<file path="config.mk">
export PLATFORM = sky130hd
export DESIGN_NAME = pool_engine_flat
export DESIGN_NICKNAME = d
export VERILOG_FILES = /design/src/rtl/pool_pkg.sv /design/src/rtl/pool_icb_if.sv /design/src/rtl/pool_max4.sv /design/src/rtl/pool_engine.sv /design/src/flat_wrapper.sv
export SDC_FILE = /design/constraint.sdc
export NUM_CORES = 1
export LEC_CHECK = 0
export ABC_AREA = 0
export CORE_ASPECT_RATIO = 2
export CORE_MARGIN = 5
export CORE_UTILIZATION = 55
export CTS_CLUSTER_DIAMETER = 200
export CTS_CLUSTER_SIZE = 40
export DETAILED_ROUTE_END_ITERATION = 10
export DONT_BUFFER_PORTS = 1
export HOLD_SLACK_MARGIN = 0.05
export PLACE_DENSITY = 0.7
export RECOVER_POWER = 25
export SYNTH_ARGS = -nofsm -noshare
export SYNTH_HDL_FRONTEND = slang
export SYNTH_SLANG_ARGS = --single-unit
</file>
<file path="constraint.sdc">
create_clock -name clk -period 9.3 [get_ports clk]
set_input_delay 0.93 -clock clk [delete_from_list [all_inputs] [get_ports clk]]
set_output_delay 0.93 -clock clk [all_outputs]
set_load 0.05 [all_outputs]
</file>
<file path="src/rtl/pool_pkg.sv">
// Shared constants and FSM encoding for the 2x2 max-pool engine.
package pool_pkg;

  localparam logic [31:0] IN_BASE_DEF  = 32'h6000_0000;
  localparam logic [31:0] OUT_BASE_DEF = 32'h7000_0000;

  localparam int DATA_W  = 8;
  localparam int IN_DIM  = 32;
  localparam int OUT_DIM = 16;

  localparam logic [31:0] IN_CH_STRIDE   = 32'(IN_DIM * IN_DIM);
  localparam logic [31:0] IN_ROW_STRIDE  = 32'(IN_DIM);
  localparam logic [31:0] OUT_CH_STRIDE  = 32'(OUT_DIM * OUT_DIM);
  localparam logic [31:0] OUT_ROW_STRIDE = 32'(OUT_DIM);

  typedef enum logic [2:0] {
    IDLE   = 3'd0,
    RD_CMD = 3'd1,
    RD_RSP = 3'd2,
    WR_CMD = 3'd3,
    WR_RSP = 3'd4
  } pool_state_e;

endpackage

</file>
<file path="src/rtl/pool_icb_if.sv">
// ICB command/response bus between the pool engine (master) and memory (slave).
interface pool_icb_if;
  logic        cmd_valid;
  logic        cmd_ready;
  logic [31:0] cmd_addr;
  logic        cmd_read;
  logic [31:0] cmd_wdata;
  logic [3:0]  cmd_wmask;
  logic        rsp_valid;
  logic        rsp_ready;
  logic [31:0] rsp_rdata;
  logic        rsp_err;

  modport master (
    output cmd_valid, cmd_addr, cmd_read, cmd_wdata, cmd_wmask, rsp_ready,
    input  cmd_ready, rsp_valid, rsp_rdata, rsp_err
  );

  modport slave (
    input  cmd_valid, cmd_addr, cmd_read, cmd_wdata, cmd_wmask, rsp_ready,
    output cmd_ready, rsp_valid, rsp_rdata, rsp_err
  );
endinterface

</file>
<file path="src/rtl/pool_max4.sv">
// Combinational signed max of four int8 values; with POOL_RELU_EN defined the
// result is additionally clamped at zero.
module pool_max4
  import pool_pkg::*;
(
  input  logic signed [DATA_W-1:0] a,
  input  logic signed [DATA_W-1:0] b,
  input  logic signed [DATA_W-1:0] c,
  input  logic signed [DATA_W-1:0] d,
  output logic signed [DATA_W-1:0] y
);

  function automatic logic signed [DATA_W-1:0] smax(input logic signed [DATA_W-1:0] x,
                                                    input logic signed [DATA_W-1:0] z);
    return (x > z) ? x : z;
  endfunction

  logic signed [DATA_W-1:0] m;

  assign m = smax(smax(a, b), smax(c, d));

`ifdef POOL_RELU_EN
  function automatic logic signed [DATA_W-1:0] relu(input logic signed [DATA_W-1:0] x);
    return (x < 0) ? '0 : x;
  endfunction

  assign y = relu(m);
`else
  assign y = m;
`endif

endmodule

</file>
<file path="src/rtl/pool_engine.sv">
// 2x2/stride-2 max-pool engine: reads the conv map over ICB, writes the pooled map.
// Optional fused ReLU selected by macro POOL_RELU_EN (see pool_max4).
module pool_engine
  import pool_pkg::*;
#(
  parameter logic [31:0] IN_BASE  = IN_BASE_DEF,
  parameter logic [31:0] OUT_BASE = OUT_BASE_DEF,
  parameter int          CHANNELS = 16
) (
  input  logic       clk,
  input  logic       rst_n,
  input  logic       start,
  output logic       busy,
  output logic       done,
  output logic       err,
  pool_icb_if.master pool_icb
);

  localparam int CH_W = (CHANNELS > 1) ? $clog2(CHANNELS) : 1;
  localparam logic [CH_W-1:0] CH_LAST = CH_W'(CHANNELS - 1);

  pool_state_e state, state_nxt;

  logic            start_q, start_rise;
  logic [CH_W-1:0] ch, ch_nxt;
  logic [3:0]      orow, orow_nxt;
  logic [1:0]      ow, ow_nxt, k, k_nxt;
  logic            cmd_hs, rsp_hs, last_out;

  logic [31:0] rowbuf;
  logic [15:0] obuf_lo;
  logic signed [DATA_W-1:0] max_lo, max_hi;

  logic        cmd_valid_q, cmd_valid_d;
  logic [31:0] cmd_addr_q, cmd_addr_d;
  logic        cmd_read_q, cmd_read_d;
  logic [31:0] wdata_q, wdata_d;
  logic [3:0]  wmask_q, wmask_d;
  logic        busy_q, busy_d, done_q, done_d, err_q, err_d;

  function automatic logic [31:0] rd_addr(input logic [CH_W-1:0] c, input logic [3:0] r,
                                          input logic [1:0] w, input logic [1:0] kk);
    logic [31:0] row, word;
    row  = {27'd0, r, kk[0]};
    word = {29'd0, w, kk[1]};
    return IN_BASE + 32'(c) * IN_CH_STRIDE + row * IN_ROW_STRIDE + (word << 2);
  endfunction

  function automatic logic [31:0] wr_addr(input logic [CH_W-1:0] c, input logic [3:0] r,
                                          input logic [1:0] w);
    return OUT_BASE + 32'(c) * OUT_CH_STRIDE + 32'(r) * OUT_ROW_STRIDE + {28'd0, w, 2'b00};
  endfunction

  assign start_rise = start & ~start_q;
  assign cmd_hs     = cmd_valid_q & pool_icb.cmd_ready;
  assign rsp_hs     = pool_icb.rsp_valid & ((state == RD_RSP) | (state == WR_RSP));
  assign last_out   = (ch == CH_LAST) && (orow == 4'd15) && (ow == 2'd3);

  // Columns 0,1 and 2,3 of the row pair reduce in parallel.
  pool_max4 u_max_lo (
    .a(rowbuf[7:0]),            .b(rowbuf[15:8]),
    .c(pool_icb.rsp_rdata[7:0]), .d(pool_icb.rsp_rdata[15:8]),
    .y(max_lo)
  );

  pool_max4 u_max_hi (
    .a(rowbuf[23:16]),            .b(rowbuf[31:24]),
    .c(pool_icb.rsp_rdata[23:16]), .d(pool_icb.rsp_rdata[31:24]),
    .y(max_hi)
  );

  always_ff @(posedge clk or negedge rst_n) begin
    if (!rst_n) state <= IDLE;
    else        state <= state_nxt;
  end

  always_comb begin
    state_nxt = state;
    case (state)
      IDLE:    if (start_rise) state_nxt = RD_CMD;
      RD_CMD:  if (cmd_hs)     state_nxt = RD_RSP;
      RD_RSP:  if (rsp_hs)     state_nxt = (k == 2'd3) ? WR_CMD : RD_CMD;
      WR_CMD:  if (cmd_hs)     state_nxt = WR_RSP;
      WR_RSP:  if (rsp_hs)     state_nxt = last_out ? IDLE : RD_CMD;
      default:                 state_nxt = IDLE;
    endcase
  end

  // Loop nest k -> ow -> orow -> ch; everything wraps to 0 after the last write.
  always_comb begin
    k_nxt    = k;
    ow_nxt   = ow;
    orow_nxt = orow;
    ch_nxt   = ch;
    if (state == RD_RSP && rsp_hs) k_nxt = k + 2'd1;
    if (state == WR_RSP && rsp_hs) begin
      ow_nxt = ow + 2'd1;
      if (ow == 2'd3) begin
        orow_nxt = orow + 4'd1;
        if (orow == 4'd15) ch_nxt = (ch == CH_LAST) ? '0 : ch + CH_W'(1);
      end
    end
  end

  // Command fields are loaded on entry to a command state and held until accepted.
  always_comb begin
    cmd_valid_d = cmd_valid_q;
    cmd_addr_d  = cmd_addr_q;
    cmd_read_d  = cmd_read_q;
    wdata_d     = wdata_q;
    wmask_d     = wmask_q;
    busy_d      = busy_q;
    done_d      = done_q;
    err_d       = err_q;
    if (cmd_hs) cmd_valid_d = 1'b0;
    if (state_nxt == RD_CMD && state != RD_CMD) begin
      cmd_valid_d = 1'b1;
      cmd_addr_d  = rd_addr(ch_nxt, orow_nxt, ow_nxt, k_nxt);
      cmd_read_d  = 1'b1;
      wdata_d     = '0;
      wmask_d     = 4'h0;
    end
    if (state_nxt == WR_CMD && state != WR_CMD) begin
      cmd_valid_d = 1'b1;
      cmd_addr_d  = wr_addr(ch_nxt, orow_nxt, ow_nxt);
      cmd_read_d  = 1'b0;
      wdata_d     = {max_hi, max_lo, obuf_lo};
      wmask_d     = 4'hF;
    end
    if (state == IDLE && start_rise) begin
      busy_d = 1'b1;
      done_d = 1'b0;
      err_d  = 1'b0;
    end
    if (rsp_hs && pool_icb.rsp_err) err_d = 1'b1;
    if (state == WR_RSP && rsp_hs && last_out) begin
      busy_d = 1'b0;
      done_d = 1'b1;
    end
  end

  always_ff @(posedge clk or negedge rst_n) begin
    if (!rst_n) begin
      start_q     <= 1'b0;
      k           <= '0;
      ow          <= '0;
      orow        <= '0;
      ch          <= '0;
      rowbuf      <= '0;
      obuf_lo     <= '0;
      cmd_valid_q <= 1'b0;
      cmd_addr_q  <= '0;
      cmd_read_q  <= 1'b0;
      wdata_q     <= '0;
      wmask_q     <= '0;
      busy_q      <= 1'b0;
      done_q      <= 1'b0;
      err_q       <= 1'b0;
    end else begin
      start_q     <= start;
      k           <= k_nxt;
      ow          <= ow_nxt;
      orow        <= orow_nxt;
      ch          <= ch_nxt;
      cmd_valid_q <= cmd_valid_d;
      cmd_addr_q  <= cmd_addr_d;
      cmd_read_q  <= cmd_read_d;
      wdata_q     <= wdata_d;
      wmask_q     <= wmask_d;
      busy_q      <= busy_d;
      done_q      <= done_d;
      err_q       <= err_d;
      // Even k holds the top row; k=1 finishes bytes 0,1, k=3 goes straight to wdata.
      if (state == RD_RSP && rsp_hs) begin
        if (!k[0])      rowbuf  <= pool_icb.rsp_rdata;
        else if (!k[1]) obuf_lo <= {max_hi, max_lo};
      end
    end
  end

  assign pool_icb.cmd_valid = cmd_valid_q;
  assign pool_icb.cmd_addr  = cmd_addr_q;
  assign pool_icb.cmd_read  = cmd_read_q;
  assign pool_icb.cmd_wdata = wdata_q;
  assign pool_icb.cmd_wmask = wmask_q;
  assign pool_icb.rsp_ready = 1'b1;
  assign busy = busy_q;
  assign done = done_q;
  assign err  = err_q;

endmodule

</file>
<file path="src/flat_wrapper.sv">
// flat-port wrapper written by rule: the top's interface ports become plain ports
module pool_engine_flat import pool_pkg::*;
#(
  parameter logic [31:0] IN_BASE  = IN_BASE_DEF,
  parameter logic [31:0] OUT_BASE = OUT_BASE_DEF,
  parameter int          CHANNELS = 16
)
  (clk, rst_n, start, busy, done, err, pool_icb_cmd_valid, pool_icb_cmd_addr, pool_icb_cmd_read, pool_icb_cmd_wdata, pool_icb_cmd_wmask, pool_icb_rsp_ready, pool_icb_cmd_ready, pool_icb_rsp_valid, pool_icb_rsp_rdata, pool_icb_rsp_err);
  pool_icb_if pool_icb_i ();
  input  logic clk;
  input  logic rst_n;
  input  logic start;
  output logic busy;
  output logic done;
  output logic err;
  output wire logic [$bits(pool_icb_i.cmd_valid)-1:0] pool_icb_cmd_valid;
  output wire logic [$bits(pool_icb_i.cmd_addr)-1:0] pool_icb_cmd_addr;
  output wire logic [$bits(pool_icb_i.cmd_read)-1:0] pool_icb_cmd_read;
  output wire logic [$bits(pool_icb_i.cmd_wdata)-1:0] pool_icb_cmd_wdata;
  output wire logic [$bits(pool_icb_i.cmd_wmask)-1:0] pool_icb_cmd_wmask;
  output wire logic [$bits(pool_icb_i.rsp_ready)-1:0] pool_icb_rsp_ready;
  input wire logic [$bits(pool_icb_i.cmd_ready)-1:0] pool_icb_cmd_ready;
  input wire logic [$bits(pool_icb_i.rsp_valid)-1:0] pool_icb_rsp_valid;
  input wire logic [$bits(pool_icb_i.rsp_rdata)-1:0] pool_icb_rsp_rdata;
  input wire logic [$bits(pool_icb_i.rsp_err)-1:0] pool_icb_rsp_err;
  assign pool_icb_cmd_valid = pool_icb_i.cmd_valid;
  assign pool_icb_cmd_addr = pool_icb_i.cmd_addr;
  assign pool_icb_cmd_read = pool_icb_i.cmd_read;
  assign pool_icb_cmd_wdata = pool_icb_i.cmd_wdata;
  assign pool_icb_cmd_wmask = pool_icb_i.cmd_wmask;
  assign pool_icb_rsp_ready = pool_icb_i.rsp_ready;
  assign pool_icb_i.cmd_ready = pool_icb_cmd_ready;
  assign pool_icb_i.rsp_valid = pool_icb_rsp_valid;
  assign pool_icb_i.rsp_rdata = pool_icb_rsp_rdata;
  assign pool_icb_i.rsp_err = pool_icb_rsp_err;
  pool_engine #(.IN_BASE(IN_BASE), .OUT_BASE(OUT_BASE), .CHANNELS(CHANNELS)) u_core (.clk(clk), .rst_n(rst_n), .start(start), .busy(busy), .done(done), .err(err), .pool_icb(pool_icb_i));
endmodule
</file>
==> results.yml, run 1 <==
worst_setup_path:
  worst-path-buf-inv: 1
  cp.arrival_ns: 4.75
  critical_path_class: "in -> reg"
  crit_path_start_kind: "input pin"
  slowest_stage: "or3_1"
  required_ns: 9.57
  cp_top_family: "compound AO/OA/AOI/OAI gates"
  path_max_fanout: 12
  crit_path_cell_trace: "inv_1, ha_1, nor4b_4, nand2_2, or3_1, o21ai_2, mux2i_1, ha_1, a21o_1, a2111oi_4, nor2_1, o311a_4, a221oi_1, o31ai_1"
  critical-path-max-stage-delay_ns: 0.58
  critPathCaptureType: "flop"
  crit_top_cell: "ha_1"
floorplan:
  fp.dieArea_um2: 14600
  ioPinCount: 112
  die_x_um: 88.0
  fp.dieH_um: 166
  start_util: 0.555
  core_um2: 12100
  rows: 57
placed_design:
  portBuffers: 0
  dp_hpwl_um: 11900
  place_congestion: 0.858
cells_and_area:
  antenna-diode-count: 0
  nFillCells: 987
  nets: 737
  area_growth_pct: 8.25
  post-route-util: 0.601
  layout-drive-gt1-share: 0.134
synthesis:
  synth-seq-cells: 115
  synth_ff_type: "dfrtp_1"
  yosys_warnings: 0
  syn-cell-area_um2: 6690
  synth-edff-count: 0
  yosysSeqAreaShare: 0.430
  syn_inst: 657
  syn_avg_cell_area_um2: 10.2
  synthDistinctLibCells: 64
  ys_async_sr_fraction: 1.00
timing:
  fin_crit_sh: 0.482
  finalMaxSlewViolations: 0
  tightest_slew_ns: 1.23
  relSlewSlack: 0.176
  period_needed_ns: 4.48
  setup_tns_ns: 0
  rsz0062_at_grt: "no"
  setup_viol: 0
  fmax_mhz: 223
  hold_violations: 0
  finClkSkew_ns: 0.00760
power:
  irDropWorstVdd_mv: 0.300
  powerDensity_nw_per_um2: 431
  p_leak_nw: 3.52
grt:
  antenna_found_initial: 0
  grt_use_total: 0.224
  grt_pass1_wl_um: 25700
  grt_max_degree: 116
  overflow: 0
  grt_pass1_vias: 5216
clocking:
  post_cts_buffers: 0
  holdBufCountCts: 0
  root_buffer: "clkbuf_16"
  cts_sinks: 115
  clk_latency_ns: 0.41
  clk_pin_slew_ns: 0.06
  cts_max_path_buffers: 2
  htree_num_levels: 4
  cts_tree: "built"
  postCtsResizedCells: 0
  numCtsBuffers: 17
route:
  dr.first_iter.drc_count: 308
  drt_wl_total_um: 16000
  dr.pass1.iters: 5
  vias: 4913
  via_per_inst: 6.10
  wl_per_cell_um: 19.8
  ant_nets: 0
  drc: 0
worst_hold_path:
  hold_path.class: "in -> async"
outcome:
  outcome: "finished clean"
job:
  drv_cap: 0
-- layout by cell type (no fill, tap or decap), drive strengths merged, types with 4 or more instances in the layout --
master	n
nor2	16
dfrtp	115
nand2	55
nand4	12
a211oi	6
conb	18
a21o	4
nor2b	9
clkinvlp	4
clkbuf	20
nor3	7
a21boi	6
and2	5
a22oi	4
mux2i	25
clkinv	5
mux2	26
o22ai	4
nand3	8
a31oi	4
o221ai	18
a21oi	36
a22o	22
nor4	7
nand3b	6
nand2b	7
inv	71
or2	4
o21ai	38
ha	53
-- final timing paths --
kind                                                                 end  cells after the start  slack [ns]                     startpoint
worst max-delay path                       u_core.obuf_lo[0]$_DFFE_PN0P_                     14        4.82         pool_icb_rsp_rdata[15]
worst min-delay path             u_core.pool_icb.cmd_addr[4]$_DFFE_PN0P_                      0        0.21                          rst_n
worst max register to register             u_core.obuf_lo[9]$_DFFE_PN0P_                     12        5.12  u_core.rowbuf[21]$_DFFE_PN0P_
worst min register to register  u_core.pool_icb.cmd_wdata[8]$_DFFE_PN0P_                      1        0.48  u_core.obuf_lo[8]$_DFFE_PN0P_
max in group asynchronous                  u_core.rowbuf[25]$_DFFE_PN0P_                      0        8.94                          rst_n
min in group clk                u_core.pool_icb.cmd_wdata[8]$_DFFE_PN0P_                      1        0.48  u_core.obuf_lo[8]$_DFFE_PN0P_
-- flip-flops by register name (all words and copies together), names as in the netlist --
name                       cells
u_core.start_q                 1
u_core.busy                    1
u_core.pool_icb.cmd_addr      13
u_core.obuf_lo                16
u_core.state                   3
u_core.pool_icb.cmd_wdata     32
u_core.pool_icb.cmd_wmask      1
u_core.done                    1
u_core.pool_icb.cmd_valid      1
u_core.k                       2
u_core.rowbuf                 32
u_core.ch                      4
u_core.err                     1
u_core.pool_icb.cmd_read       1
u_core.orow                    4
u_core.ow                      2
-- area by class of cell --
class	count	area, um2	area share
Timing Repair Buffer	3	22.5	0.00311
Clock inverter	12	131	0.0181
Clock buffer	20	457	0.0631
Tap cell	147	184	0.0254
Inverter	70	263	0.0363
Sequential cell	115	2880	0.398
Multi-Input combinational cell	439	3310	0.456
-- layer usage --
| layer | global-route usage | share of wire | vias to the layer above |
|---|---|---|---|
| met1 | 0.232 | 0.35 | 2428 |
| met2 | 0.398 | 0.54 | 157 |
| li1 | - | - | 2289 |
| met4 | 0.101 | 0.033 | 0 |
| met5 | 0 | 0 | - |
| met3 | 0.0740 | 0.071 | 39 |
-- cell families after synthesis --
family,count (synthesis),share of synthesized area
AO/OA/AOI/OAI,163,0.178
other,2,0.00112
buffers and inverters,119,0.0858
AND/OR/NAND/NOR,149,0.118
multiplexers,51,0.0812
adder cells (fa/ha/maj),53,0.0991
flip-flops,115,0.430
XOR/XNOR,5,0.00655
-- per-stage QoR --
stage          hold WS [ns]  setup WS [ns]  power [mW]  area, um2  std cells
3_3_place_gp          0.472           4.60        2.41       6650        774
4_1_cts               0.205           4.87        3.13       7240        806
6_report              0.214           4.82        3.12       7240        806
2_1_floorplan         0.449           4.90        2.18       6750        673
5_1_grt               0.198           4.68        3.31       7240        806
3_5_place_dp          0.474           4.44        2.47       6650        774
-- worst reg2reg max path, stage by stage, from the launching register on --
cell	delay (ns)
dfrtp_1	0.40
ha_1	0.35
nand4_1	0.13
o2111a_1	0.27
a21oi_2	0.60
mux2i_1	0.43
inv_1	0.09
ha_1	0.33
nor3b_1	0.33
a21oi_1	0.12
o21ai_0	0.41
nand2_1	0.32
o221ai_1	0.31
-- synthesized netlist by cell type (all sizes together), types with 8 or more instances --
master,number,area [um2]
a21oi,36,184
a22o,22,200
buf,39,274
clkbuf,10,37.5
dfrtp,115,2880
ha,53,663
inv,70,263
mux2,26,293
mux2i,25,250
nand2,55,209
nand3,8,40.0
nand4,12,75.1
nor2,16,60.1
nor2b,9,56.3
o21ai,38,198
o221ai,18,158
-- report_power, final --
part	internal [mW]	leakage, nW	switching (mW)
logic	0.600	1.76	0.845
clock network	0.408	0.278	0.231
registers	0.676	1.48	0.359
(Power assumes the default switching activity.)
==> run 2: changes to the inputs <==
--- a/config.mk
+++ b/config.mk
@@ -14,7 +14,7 @@
 export DETAILED_ROUTE_END_ITERATION = 10
 export DONT_BUFFER_PORTS = 1
 export HOLD_SLACK_MARGIN = 0.05
-export PLACE_DENSITY = 0.7
+export PLACE_DENSITY = 0.73
 export RECOVER_POWER = 25
 export SYNTH_ARGS = -nofsm -noshare
 export SYNTH_HDL_FRONTEND = slang
==> constraint.sdc (replaced) <==
create_clock -name clk -period 3.6 [get_ports clk]
set_input_delay 0.36 -clock clk [delete_from_list [all_inputs] [get_ports clk]]
set_output_delay 0.36 -clock clk [all_outputs]
set_load 0.05 [all_outputs]
==> run 2 against run 1 <==
  * Clock power grew to 2.7 times the previous value
  * The flow now finishes with violations (max-capacitance violations, max-slew violations)
  * Register-to-register slack worse by 5.1 ns
  * Routed wire length is 8.6% higher
  * Combinational power grew to 3.6 times the previous value
  * Largest power group unchanged
  * Clock skew is 0.0021 ns higher
  * Largest cell class unchanged
  * Highest routed layer unchanged
==> results.yml, run 2 (synthesis gave the netlist of run 1 again) <==
route:
  drt_wl_total_um: 17300
  wl_met2_um: 9420
  highest-signal-layer: "met4"
  dr.first_iter.drc_count: 296
  wl_per_cell_um: 20.6
  dr.pass1.iters: 5
  ant_nets: 0
  routed-wl-met3_um: 1050
  via_per_inst: 6.21
  wl_met1_um: 6340
  vias: 5219
  drc: 0
grt:
  antenna_found_initial: 0
  grt_pass1_wl_um: 26900
  grt_pass1_vias: 5460
  grt_use_total: 0.236
  overflow: 0
  grt_max_degree: 116
worst_setup_path:
  rr_worst_depth: 13
  path_max_fanout: 5
  crit_start: "u_core.rowbuf[1]$_DFFE_PN0P_"
  slowest_stage: "dfrtp_2"
  crit_path_cell_trace: "ha_4, nand3_1, or3_1, o211a_4, buf_4, mux2i_2, inv_2, ha_4, a2111oi_4, nor2_2, o311a_4, mux2i_2, mux2_2"
  required_ns: 3.89
  critical_path_class: "reg -> reg"
  crit_path_start_kind: "flop"
  reg2reg_from: "u_core.rowbuf[1]$_DFFE_PN0P_"
  cp.arrival_ns: 3.88
  critical-path-max-stage-delay_ns: 0.45
  r2r_slack_ns: 0.01
  critPathCaptureType: "flop"
placed_design:
  placed_cells: 795
  portBuffers: 0
  dp_hpwl_um: 12000
  place_congestion: 0.874
cells_and_area:
  area_growth_pct: 17.0
  layout-drive-gt1-share: 0.235
  nets: 772
  nFillCells: 915
  mostFrequentLayoutCells: "dfrtp_1, inv_1, nand2_1, ha_1, a21oi_1"
  layout_commonest_cell: "dfrtp_1"
  final-instance-count-excl-fill: 840
  antenna-diode-count: 0
floorplan:
  core_um2: 12100
  rows: 57
  die_x_um: 88.0
  fp.dieArea_um2: 14600
  ioPinCount: 112
  fp.dieH_um: 166
  start_util: 0.555
power:
  irDropWorstVdd_mv: 0.670
  p_seq_frac: 0.285
  swShare: 0.445
  intPower_mw: 5.33
  power_frac_clock: 0.182
  p_comb_frac: 0.533
  p_leak_nw: 3.71
  p_switching_mw: 4.27
  powerDensity_nw_per_um2: 1230
timing:
  setup_tns_ns: 0
  fmax_mhz: 279
  finClkSkew_ns: 0.00967
  period_needed_ns: 3.59
  hold_violations: 0
  finalMaxSlewViolations: 116
  tightest_slew_ns: 2.57
  fin_crit_sh: 0.997
  setup_viol: 0
  relSlewSlack: -0.710
outcome:
  outcome: "finished, violations left"
  violations: "max-capacitance violations, max-slew violations"
clocking:
  root_buffer: "clkbuf_16"
  cts_max_path_buffers: 2
  cts_tree: "built"
  clk_pin_slew_ns: 0.06
  numCtsBuffers: 17
  htree_num_levels: 4
  clk_latency_ns: 0.41
  cts_sinks: 115
worst_hold_path:
  hold_path_depth: 2
  hold_start: "pool_icb_rsp_rdata[26]"
  hold_path.class: "in -> reg"
job:
  drv_cap: 1
==> run 2: cell types whose count changed in the layout (fill, tap and decap cells not counted), sizes merged <==
cell and delta:
buf +31, dlygate4sd3 +3, clkbuf +2, clkinvlp -2
bufinv +1, clkinv -1, inv -1, o311a +1
==> run 2: worst max-delay path: cells and delay by family, from the launching register on <==
| family | cells | cell delay, ns |
|---|---|---|
| AOI/OAI and AO/OA | 3 | 0.95 |
| adders and majority gates | 2 | 0.55 |
| buffers and inverters | 2 | 0.24 |
| DFF | 1 | 0.45 |
| muxes | 3 | 0.72 |
| and+or+nand+nor | 3 | 0.55 |
==> run 2: per-layer routing <==
metal,vias up,GRT usage
li1,2366,-
met1,2610,0.249
met2,200,0.422
met3,43,0.0660
met4,0,0.103
met5,-,0
==> run 2: worst paths after layout <==
| kind | end |
|---|---|
| max | u_core.obuf_lo[1]$_DFFE_PN0P_ |
| min | u_core.rowbuf[26]$_DFFE_PN0P_ |
| max reg2reg | u_core.obuf_lo[1]$_DFFE_PN0P_ |
| min reg2reg | u_core.pool_icb.cmd_wdata[14]$_DFFE_PN0P_ |
| max in group asynchronous | u_core.pool_icb.cmd_wmask[2]$_DFFE_PN0P_ |
| min in group asynchronous | u_core.pool_icb.cmd_wdata[3]$_DFFE_PN0P_ |
==> run 2: repair_timing <==
| action | CTS | global route |
|---|---|---|
| pin swaps | 6 | 6 |
| cloned | 1 | 0 |
| setup endpoints to repair | 32 | 32 |
| endpoints found under the hold margin | 117 | 0 |
| gates resized for setup | 17 | 39 |
| hold buffers | 4 | 0 |
| setup buffers | 5 | 4 |
==> run 2: final cells by class <==
cell class	count	area [um2]	area share
well taps	147	184	0.0235
clock buffers	22	484	0.0618
inverters	70	263	0.0336
clock inverters	9	129	0.0165
multi-input cells	440	3600	0.460
flip-flops and latches	115	2880	0.368
repair buffers	37	287	0.0366
==> run 2: per-stage QoR <==
step | setup slack, ns | hold slack [ns] | cell area (um2) | total power, mW | utilization
5_1_grt | -0.0836 | 0.0619 | 7830 | 10.1 | 0.650
4_1_cts | -0.00577 | 0.0591 | 7630 | 8.82 | 0.633
2_1_floorplan | 0.0138 | 0.0644 | 6770 | 5.64 | -
3_3_place_gp | 0.0746 | 0.0683 | 6840 | 6.42 | 0.567
3_5_place_dp | -0.0942 | 0.0687 | 6840 | 6.59 | 0.567
6_report | 0.00974 | 0.0684 | 7830 | 9.61 | 0.650
==> run 2: power groups by stage <==
stage                     registers [mW]  logic (mW)  clock network (mW)
after floorplan                     2.56        3.07                   0
after global placement              2.69        3.72                   0
after detailed placement            2.71        3.88                   0
after CTS                           2.70        4.37                1.76
after global routing                2.80        5.49                1.81
final                               2.74        5.12                1.75
==> run 3: changes to the inputs <==
--- a/config.mk
+++ b/config.mk
@@ -16,6 +16,7 @@
 export HOLD_SLACK_MARGIN = 0.05
 export PLACE_DENSITY = 0.73
 export RECOVER_POWER = 25
+export SKIP_LAST_GASP = 1
 export SYNTH_ARGS = -nofsm -noshare
 export SYNTH_HDL_FRONTEND = slang
 export SYNTH_SLANG_ARGS = --single-unit
==> results of run 3 <==
No change in the layout: final DEF, timing and power equal those of run 2.
